**src/rtl/fu_lsu_lq.sv**
```systemverilog
// Execute-stage load/store unit with an in-order load queue.
// Stores go straight to the store buffer. Loads either take a store-buffer
// bypass hit or issue one request to an in-order, variable-latency memory.
// Writeback is strictly in program order, one load per cycle.
module fu_lsu_lq #(
  parameter int WORD_SIZE_P  = 16,
  parameter int LQ_DEPTH     = 4,
  parameter int ROB_ENTRY    = 16,
  parameter int NUM_PHYS_REG = 32,
  parameter int SB_ENTRY     = 8,
  parameter int IMM_W        = 5,
  parameter int WIDTH_OP     = 4,
  parameter logic [WIDTH_OP-1:0] LDR_OP = WIDTH_OP'(1),
  parameter logic [WIDTH_OP-1:0] STR_OP = WIDTH_OP'(2),
  localparam int ROB_W = $clog2(ROB_ENTRY),
  localparam int REG_W = $clog2(NUM_PHYS_REG),
  localparam int SB_W  = $clog2(SB_ENTRY)
) (
  input  logic                   clk_i,
  input  logic                   reset_i,
  input  logic                   exe_v_i,
  output logic                   exe_ready_o,
  input  logic [WIDTH_OP-1:0]    opcode_i,
  input  logic                   size_i,
  input  logic                   sign_i,
  input  logic [WORD_SIZE_P-1:0] operand1_i,
  input  logic [WORD_SIZE_P-1:0] operand2_i,
  input  logic [WORD_SIZE_P-1:0] imm_i,
  input  logic [ROB_W-1:0]       rob_dest_i,
  input  logic [REG_W-1:0]       reg_dest_i,
  input  logic [SB_W-1:0]        sb_dest_i,
  output logic [WORD_SIZE_P-1:0] byp_addr_o,
  output logic [SB_W-1:0]        byp_sb_num_o,
  input  logic                   byp_valid_i,
  input  logic [WORD_SIZE_P-1:0] byp_value_i,
  output logic                   mem_req_v_o,
  input  logic                   mem_req_ready_i,
  output logic [WORD_SIZE_P-1:0] mem_addr_o,
  input  logic                   mem_resp_v_i,
  input  logic [WORD_SIZE_P-1:0] mem_resp_data_i,
  output logic                   sb_v_o,
  output logic [SB_W-1:0]        sb_dest_o,
  output logic [WORD_SIZE_P-1:0] sb_addr_o,
  output logic [WORD_SIZE_P-1:0] sb_data_o,
  output logic                   sb_byte_o,
  output logic                   wb_v_o,
  output logic [ROB_W-1:0]       wb_rob_o,
  output logic [REG_W-1:0]       wb_dest_o,
  output logic [WORD_SIZE_P-1:0] wb_result_o,
  input  logic                   mispredict_i
);

  localparam int PTR_W  = $clog2(LQ_DEPTH);
  localparam int CNT_W  = PTR_W + 1;
  localparam int DROP_W = PTR_W + 4;

  logic [CNT_W-1:0]  count, tf_count;
  logic [PTR_W-1:0]  head, tail, tf_head, tf_tail;
  logic [DROP_W-1:0] drop_cnt;
  logic [LQ_DEPTH-1:0] q_valid, q_done;

  logic [WORD_SIZE_P-1:0] q_data [LQ_DEPTH];
  logic [ROB_W-1:0]       q_rob  [LQ_DEPTH];
  logic [REG_W-1:0]       q_dst  [LQ_DEPTH];
  logic                   q_byte [LQ_DEPTH];
  logic                   q_sign [LQ_DEPTH];
  logic [PTR_W-1:0]       tf_mem [LQ_DEPTH];

  logic                   is_ld, is_st, accept, ld_acc, st_acc;
  logic [WORD_SIZE_P-1:0] ld_addr, st_addr, st_data;
  logic [PTR_W-1:0]       resp_idx;
  logic                   resp_fill, resp_drop, head_fill, pop;
  logic [WORD_SIZE_P-1:0] head_data, wb_data;

  // Issue handshake, address generation, bypass query and memory request.
  always_comb begin
    is_ld       = (opcode_i == LDR_OP);
    is_st       = (opcode_i == STR_OP);
    ld_addr     = operand1_i + imm_i;
    st_addr     = operand1_i + WORD_SIZE_P'(imm_i[WORD_SIZE_P-1 -: IMM_W]);
    st_data     = operand2_i;
    if (size_i) begin
      st_data      = '0;
      st_data[7:0] = operand2_i[7:0];
    end
    exe_ready_o  = !reset_i && (count < CNT_W'(LQ_DEPTH)) && mem_req_ready_i
                   && !mispredict_i;
    accept       = exe_v_i && exe_ready_o;
    ld_acc       = accept && is_ld;
    st_acc       = accept && is_st;
    byp_addr_o   = ld_addr;
    byp_sb_num_o = sb_dest_i;
    mem_req_v_o  = ld_acc && !byp_valid_i;
    mem_addr_o   = ld_addr;
  end

  // Response routing and head pop; a response filling the head is forwarded
  // so the load writes back the cycle after its data returns.
  always_comb begin
    resp_idx  = tf_mem[tf_head];
    resp_fill = mem_resp_v_i && !mispredict_i && (drop_cnt == '0) && (tf_count != '0);
    resp_drop = mem_resp_v_i && !mispredict_i && (drop_cnt != '0);
    head_fill = resp_fill && (resp_idx == head);
    pop       = !mispredict_i && q_valid[head] && (q_done[head] || head_fill);
    head_data = head_fill ? mem_resp_data_i : q_data[head];
    wb_data   = head_data;
    if (q_byte[head]) begin
      wb_data      = {WORD_SIZE_P{q_sign[head] & head_data[7]}};
      wb_data[7:0] = head_data[7:0];
    end
  end

  // Queue control, drop counter and registered store/writeback outputs.
  always_ff @(posedge clk_i) begin
    if (reset_i) begin
      count <= '0; tf_count <= '0; head <= '0; tail <= '0;
      tf_head <= '0; tf_tail <= '0; drop_cnt <= '0;
      q_valid <= '0; q_done <= '0;
      sb_v_o <= 1'b0; sb_dest_o <= '0; sb_addr_o <= '0; sb_data_o <= '0; sb_byte_o <= 1'b0;
      wb_v_o <= 1'b0; wb_rob_o <= '0; wb_dest_o <= '0; wb_result_o <= '0;
    end else if (mispredict_i) begin
      // Everything in flight to memory becomes stale; a response in this
      // same cycle is one of them and is consumed here.
      count <= '0; tf_count <= '0; head <= '0; tail <= '0;
      tf_head <= '0; tf_tail <= '0;
      drop_cnt <= drop_cnt + DROP_W'(tf_count) - DROP_W'(mem_resp_v_i);
      q_valid <= '0; q_done <= '0;
      sb_v_o <= 1'b0;
      wb_v_o <= 1'b0;
    end else begin
      sb_v_o <= st_acc;
      if (st_acc) begin
        sb_dest_o <= sb_dest_i;
        sb_addr_o <= st_addr;
        sb_data_o <= st_data;
        sb_byte_o <= size_i;
      end
      if (resp_fill) begin
        q_done[resp_idx] <= 1'b1;
        tf_head          <= tf_head + 1'b1;
      end
      if (resp_drop) drop_cnt <= drop_cnt - 1'b1;
      wb_v_o <= pop;
      if (pop) begin
        wb_rob_o      <= q_rob[head];
        wb_dest_o     <= q_dst[head];
        wb_result_o   <= wb_data;
        q_valid[head] <= 1'b0;
        q_done[head]  <= 1'b0;
        head          <= head + 1'b1;
      end
      if (ld_acc) begin
        q_valid[tail] <= 1'b1;
        q_done[tail]  <= byp_valid_i;
        tail          <= tail + 1'b1;
      end
      if (mem_req_v_o) tf_tail <= tf_tail + 1'b1;
      count    <= count + CNT_W'(ld_acc) - CNT_W'(pop);
      tf_count <= tf_count + CNT_W'(mem_req_v_o) - CNT_W'(resp_fill);
    end
  end

  // Entry payload and tag FIFO storage; validity is tracked above.
  always_ff @(posedge clk_i) begin
    if (ld_acc) begin
      q_data[tail] <= byp_value_i;
      q_rob[tail]  <= rob_dest_i;
      q_dst[tail]  <= reg_dest_i;
      q_byte[tail] <= size_i;
      q_sign[tail] <= sign_i;
    end
    if (resp_fill) q_data[resp_idx] <= mem_resp_data_i;
    if (mem_req_v_o) tf_mem[tf_tail] <= tail;
  end

endmodule

```
**config.mk**
```make
export PLATFORM = sky130hd
export DESIGN_NAME = fu_lsu_lq
export DESIGN_NICKNAME = d
export VERILOG_FILES = /design/src/rtl/fu_lsu_lq.sv
export SDC_FILE = /design/constraint.sdc
export NUM_CORES = 1
export LEC_CHECK = 0
export ABC_AREA = 1
export ABC_CLOCK_PERIOD_IN_PS = 4300
export BUFFER_PORTS_ARGS = -buffer_cell sky130_fd_sc_hd__buf_4
export CORE_UTILIZATION = 45
export DETAILED_ROUTE_END_ITERATION = 12
export GPL_ROUTABILITY_DRIVEN = 0
export PLACE_DENSITY = 0.66
export SLEW_MARGIN = 20
export SYNTH_ARGS = -nofsm -noshare
export SYNTH_HDL_FRONTEND = slang
export SYNTH_SLANG_ARGS = --single-unit
export TNS_END_PERCENT = 1
```
**constraint.sdc**
```tcl
create_clock -name clk_i -period 4.3 [get_ports clk_i]
set_input_delay 0.86 -clock clk_i [delete_from_list [all_inputs] [get_ports clk_i]]
set_output_delay 0.86 -clock clk_i [all_outputs]
set_load 0.01 [all_outputs]
```
==> summary by stage <==
Synthesis
The distinct cell type count after synthesis is roughly 40. Sequential elements use 50.2% of the synthesized area. The number of synthesized flops with an enable pin is approximately 120.

The number of nets produced by synthesis is approximately 1,400. Dividing the synthesized area by the synthesized cell count gives around 8.5 µm². For this run, the number of Yosys warnings is 0. The async set-or-reset flop fraction in the synthesized netlist is 0%. Synthesis handed over a netlist of approximately 1,300 instances.

The number of synthesized register bits is 211. The most used flip-flop cell after synthesis is sky130_fd_sc_hd__edfxtp_1. The synthesized netlist occupies a cell area of roughly 11,000 µm².

Timing
Setup repair after global routing left no endpoint under its margin. The timing-limited maximum frequency is around 0.29 GHz. For the pin with the worst max-slew slack, the measured transition is ~1 ns. The maximum clock skew at final layout is 0.0123 ns. The minimum clock period is about 3.4 ns. The worst hold slack after final layout is around 0.47 ns. The portion of the clock cycle consumed by the worst path in the final layout is about 80%. In the final timing run, aggregate negative setup slack is 0 ns. The count of final max-slew check failures is 0.

Setup violations remaining at the end of the flow were counted as 0. The headroom to the max-slew limit is between 30% and 40%. The final-report hold violation count is 0.

Worst setup path
The critical path goes through buf_4, ha_1, a21oi_1, nand2_1, nand3_1, nand4_1, a21oi_1, xor2_1, buf_4. The critical path runs through a total of 9 cells. Of all nets on the critical path, the largest fanout is 4. The number of cells on the worst reg-to-reg path is 13. The critical path is of the input pin to primary output type. The peak per-stage delay on the critical path is roughly 0.35 ns. The critical path required time is roughly 3.4 ns. The worst-path cell with the longest stage delay is sky130_fd_sc_hd__ha_1. The cell family with the largest share of critical-path delay is simple AND/OR/NAND/NOR gates. For the worst setup path, the data arrival time is between 2 and 3 ns. The type of element launching the critical path is an input pin.

The worst setup path is captured at a primary output. Counting both buffers and inverters, the worst setup path holds a total of 2.

Clock network
The later pin in the worst-skew pair is clocked with a latency of between 0.5 and 0.6 ns. The TritonCTS buffer count is 23. The root buffer selected by CTS is sky130_fd_sc_hd__clkbuf_16. TritonCTS built the clock tree. In this run the deepest clock path goes through 3 buffers. The post-cts sizing count is 0.

Clock tree synthesis found a total of 211 sinks. The register clock-pin slew on the reported worst setup and hold paths is roughly 0.060 ns. The number of setup buffers added after CTS is 0. The number of hold buffers added after CTS was 0. In this run the number of H-tree levels came out at 1.

Drt
The number of DRC violations after detailed routing is 0. The detail route stage leaves a number of antenna-violating nets equal to 0. The number of vias per cell is 5.15. For this run, the detailed router's first-pass iteration total came to 5. The DRC marker count from the first detailed-route iteration is around 550.

The overall via count from detail_route is between 9,000 and 10,000. Summed over all layers, the routed wires come to approximately 28,000 µm. Dividing the detail-routed wire length by the instance count gives between 15 and 20 µm.

Status
The run finished with clean final reports.

Global routing
The first-pass GRT wire length is between 40,000 and 50,000 µm. The global-route total usage across every layer is 22.7%. The maximum number of pins on one net before global-route repair is 41. Global routing finished with a remaining overflow of 0. The via count of the first global-routing pass was 8,735.

The initial antenna violation count is 0.

Die
After floorplanning, the core was sized to cover between 20,000 and 25,000 µm². The starting utilization of the core area is roughly 46%. The die height is roughly 160 µm.

The area enclosed by the die boundary is around 24,000 µm². In this run the horizontal extent of the chip is between 150 and 200 µm. The floorplan has 56 rows. 205 I/O pins were placed.

Layout
0 antenna diodes ended up in the layout. The net count of the finished layout is about 1,600. The post-route netlist has between 15 and 20% of its cells at a drive strength greater than 1. The finished layout holds between 1,500 and 2,000 standard cells, fillers aside. Once layout is complete, the utilization of the core stands at about 56%. Relative to the synthesized area, the layout overhead comes to 22.6%.

Placement
The total half-perimeter wirelength after legalization and detailed placement is around 19,000 µm. After detailed placement, the design holds a cell count of 1,723. The total of buffers placed on input and output ports is 204.

Worst hold path
The type of the worst min-delay path is flop to flop. The worst hold path was traced through 2 stages.

Power and ir drop
In this run the power density over the cells is 358 nW/µm². The leakage power total is 5.89 nW. The overall power after layout is roughly 4.7 mW. The maximum resistive drop on vdd is ~0.31 mV.

Job
Max-cap violations in this run came to 0.
power breakdown:
part           switching [mW]  leakage, nW  internal [mW]
clock                   0.801        0.381           1.15
sequential             0.0116         1.82           2.14
combinational           0.330         3.69          0.282
total                    1.14         5.89           3.57
per-layer routing:
layer	part of all wire, %	up-vias	GRT usage, %
met2	49	291	39.2
met4	3.5	0	8.40
met1	42	4192	28.7
met5	0	-	0
li1	-	4537	-
met3	6.2	58	3.18
worst paths after layout:
path                            slack [ns]        endpoint      startpoint
worst max-delay path                  0.86  byp_addr_o[13]   operand1_i[2]
worst min-delay path                  0.47  wb_result_o[2]  wb_result_o[2]
worst max register to register        1.40        count[2]         head[0]
worst min register to register        0.47  wb_result_o[2]  wb_result_o[2]
flip-flops by register name, summed over array words and instances (netlist names), 3 cells and up, named ones only:
signal       cells
q_data          64
q_dst           20
q_rob           16
sb_addr_o       16
sb_data_o       16
wb_result_o     16
tf_mem           8
drop_cnt         6
wb_dest_o        5
q_byte           4
q_done           4
q_sign           4
q_valid          4
wb_rob_o         4
count            3
sb_dest_o        3
tf_count         3
layout by cell type (no fill, tap or decap), drive strengths merged:
master	count
nand3	56
xnor2	8
dfxtp	95
a21boi	2
a21o	2
nand2	208
o21ai	183
a22oi	8
o22ai	26
edfxtp	116
fa	5
o21bai	5
a21oi	72
ha	48
o211ai	6
nor3	6
nor2	151
inv	150
or2	2
buf	216
a31oi	3
clkinv	7
a32oi	1
nand4	13
clkbuf	34
xor2	21
a211oi	1
area by class of cell:
type / count / area [µm²]
clock buffers: 34 / 718
clock inverters: 7 / 41.3
fillers: 2175 / 10200
inverters: 150 / 563
multi-input cells: 827 / 4430
flip-flops and latches: 211 / 5390
well taps: 319 / 399
repair buffers: 216 / 1620
Yosys cell counts, types with 6 or more instances:
master                     instances  area share (%)
sky130_fd_sc_hd__edfxtp_1        116              32
sky130_fd_sc_hd__xnor2_1           8            0.65
sky130_fd_sc_hd__nor2_1          144             5.0
sky130_fd_sc_hd__inv_2             8            0.28
sky130_fd_sc_hd__nand4_1          13            0.76
sky130_fd_sc_hd__ha_1             48             5.6
sky130_fd_sc_hd__nor2_2            7            0.41
sky130_fd_sc_hd__dfxtp_1          95              18
sky130_fd_sc_hd__inv_1           141             4.9
sky130_fd_sc_hd__buf_4            20             1.4
sky130_fd_sc_hd__o211ai_1          6            0.42
sky130_fd_sc_hd__o21ai_1           6            0.28
sky130_fd_sc_hd__nand3_1          54             2.5
sky130_fd_sc_hd__nand2_1         202             7.1
sky130_fd_sc_hd__xor2_1           21             1.7
sky130_fd_sc_hd__o21ai_0         177             8.3
sky130_fd_sc_hd__buf_2             6            0.28
sky130_fd_sc_hd__o22ai_1          26             1.5
sky130_fd_sc_hd__a22oi_1           8            0.56
sky130_fd_sc_hd__nor3_1            6            0.28
sky130_fd_sc_hd__a21oi_1          70             3.3
sky130_fd_sc_hd__clkbuf_1         40             1.4
cells by family after synthesis:
family	Yosys count	synth area share, %
flops	211	50.2
xor+xnor	29	2.37
simple gates	436	16.8
fa+ha+maj	53	6.53
compound gates	309	15.6
buf+inv	219	8.51
per-stage QoR:
stage / setup slack, ns / cell area, µm²
2_1_floorplan: 1.06 / 10700
3_3_place_gp: 0.820 / 12400
3_5_place_dp: 0.768 / 12400
4_1_cts: 0.894 / 13200
5_1_grt: 0.718 / 13200
6_report: 0.858 / 13200
worst reg2reg max path: cells and delay by family (launching register included):
family	cells	cell delay (ns)
xor gates and xnor gates	1	0.18
buffers and inverters	2	0.42
AOI/OAI and AO/OA	4	0.78
adders and majority gates	3	0.71
DFF	1	0.44
and+or+nand+nor	3	0.26
Power figures use the tool's default switching activity.
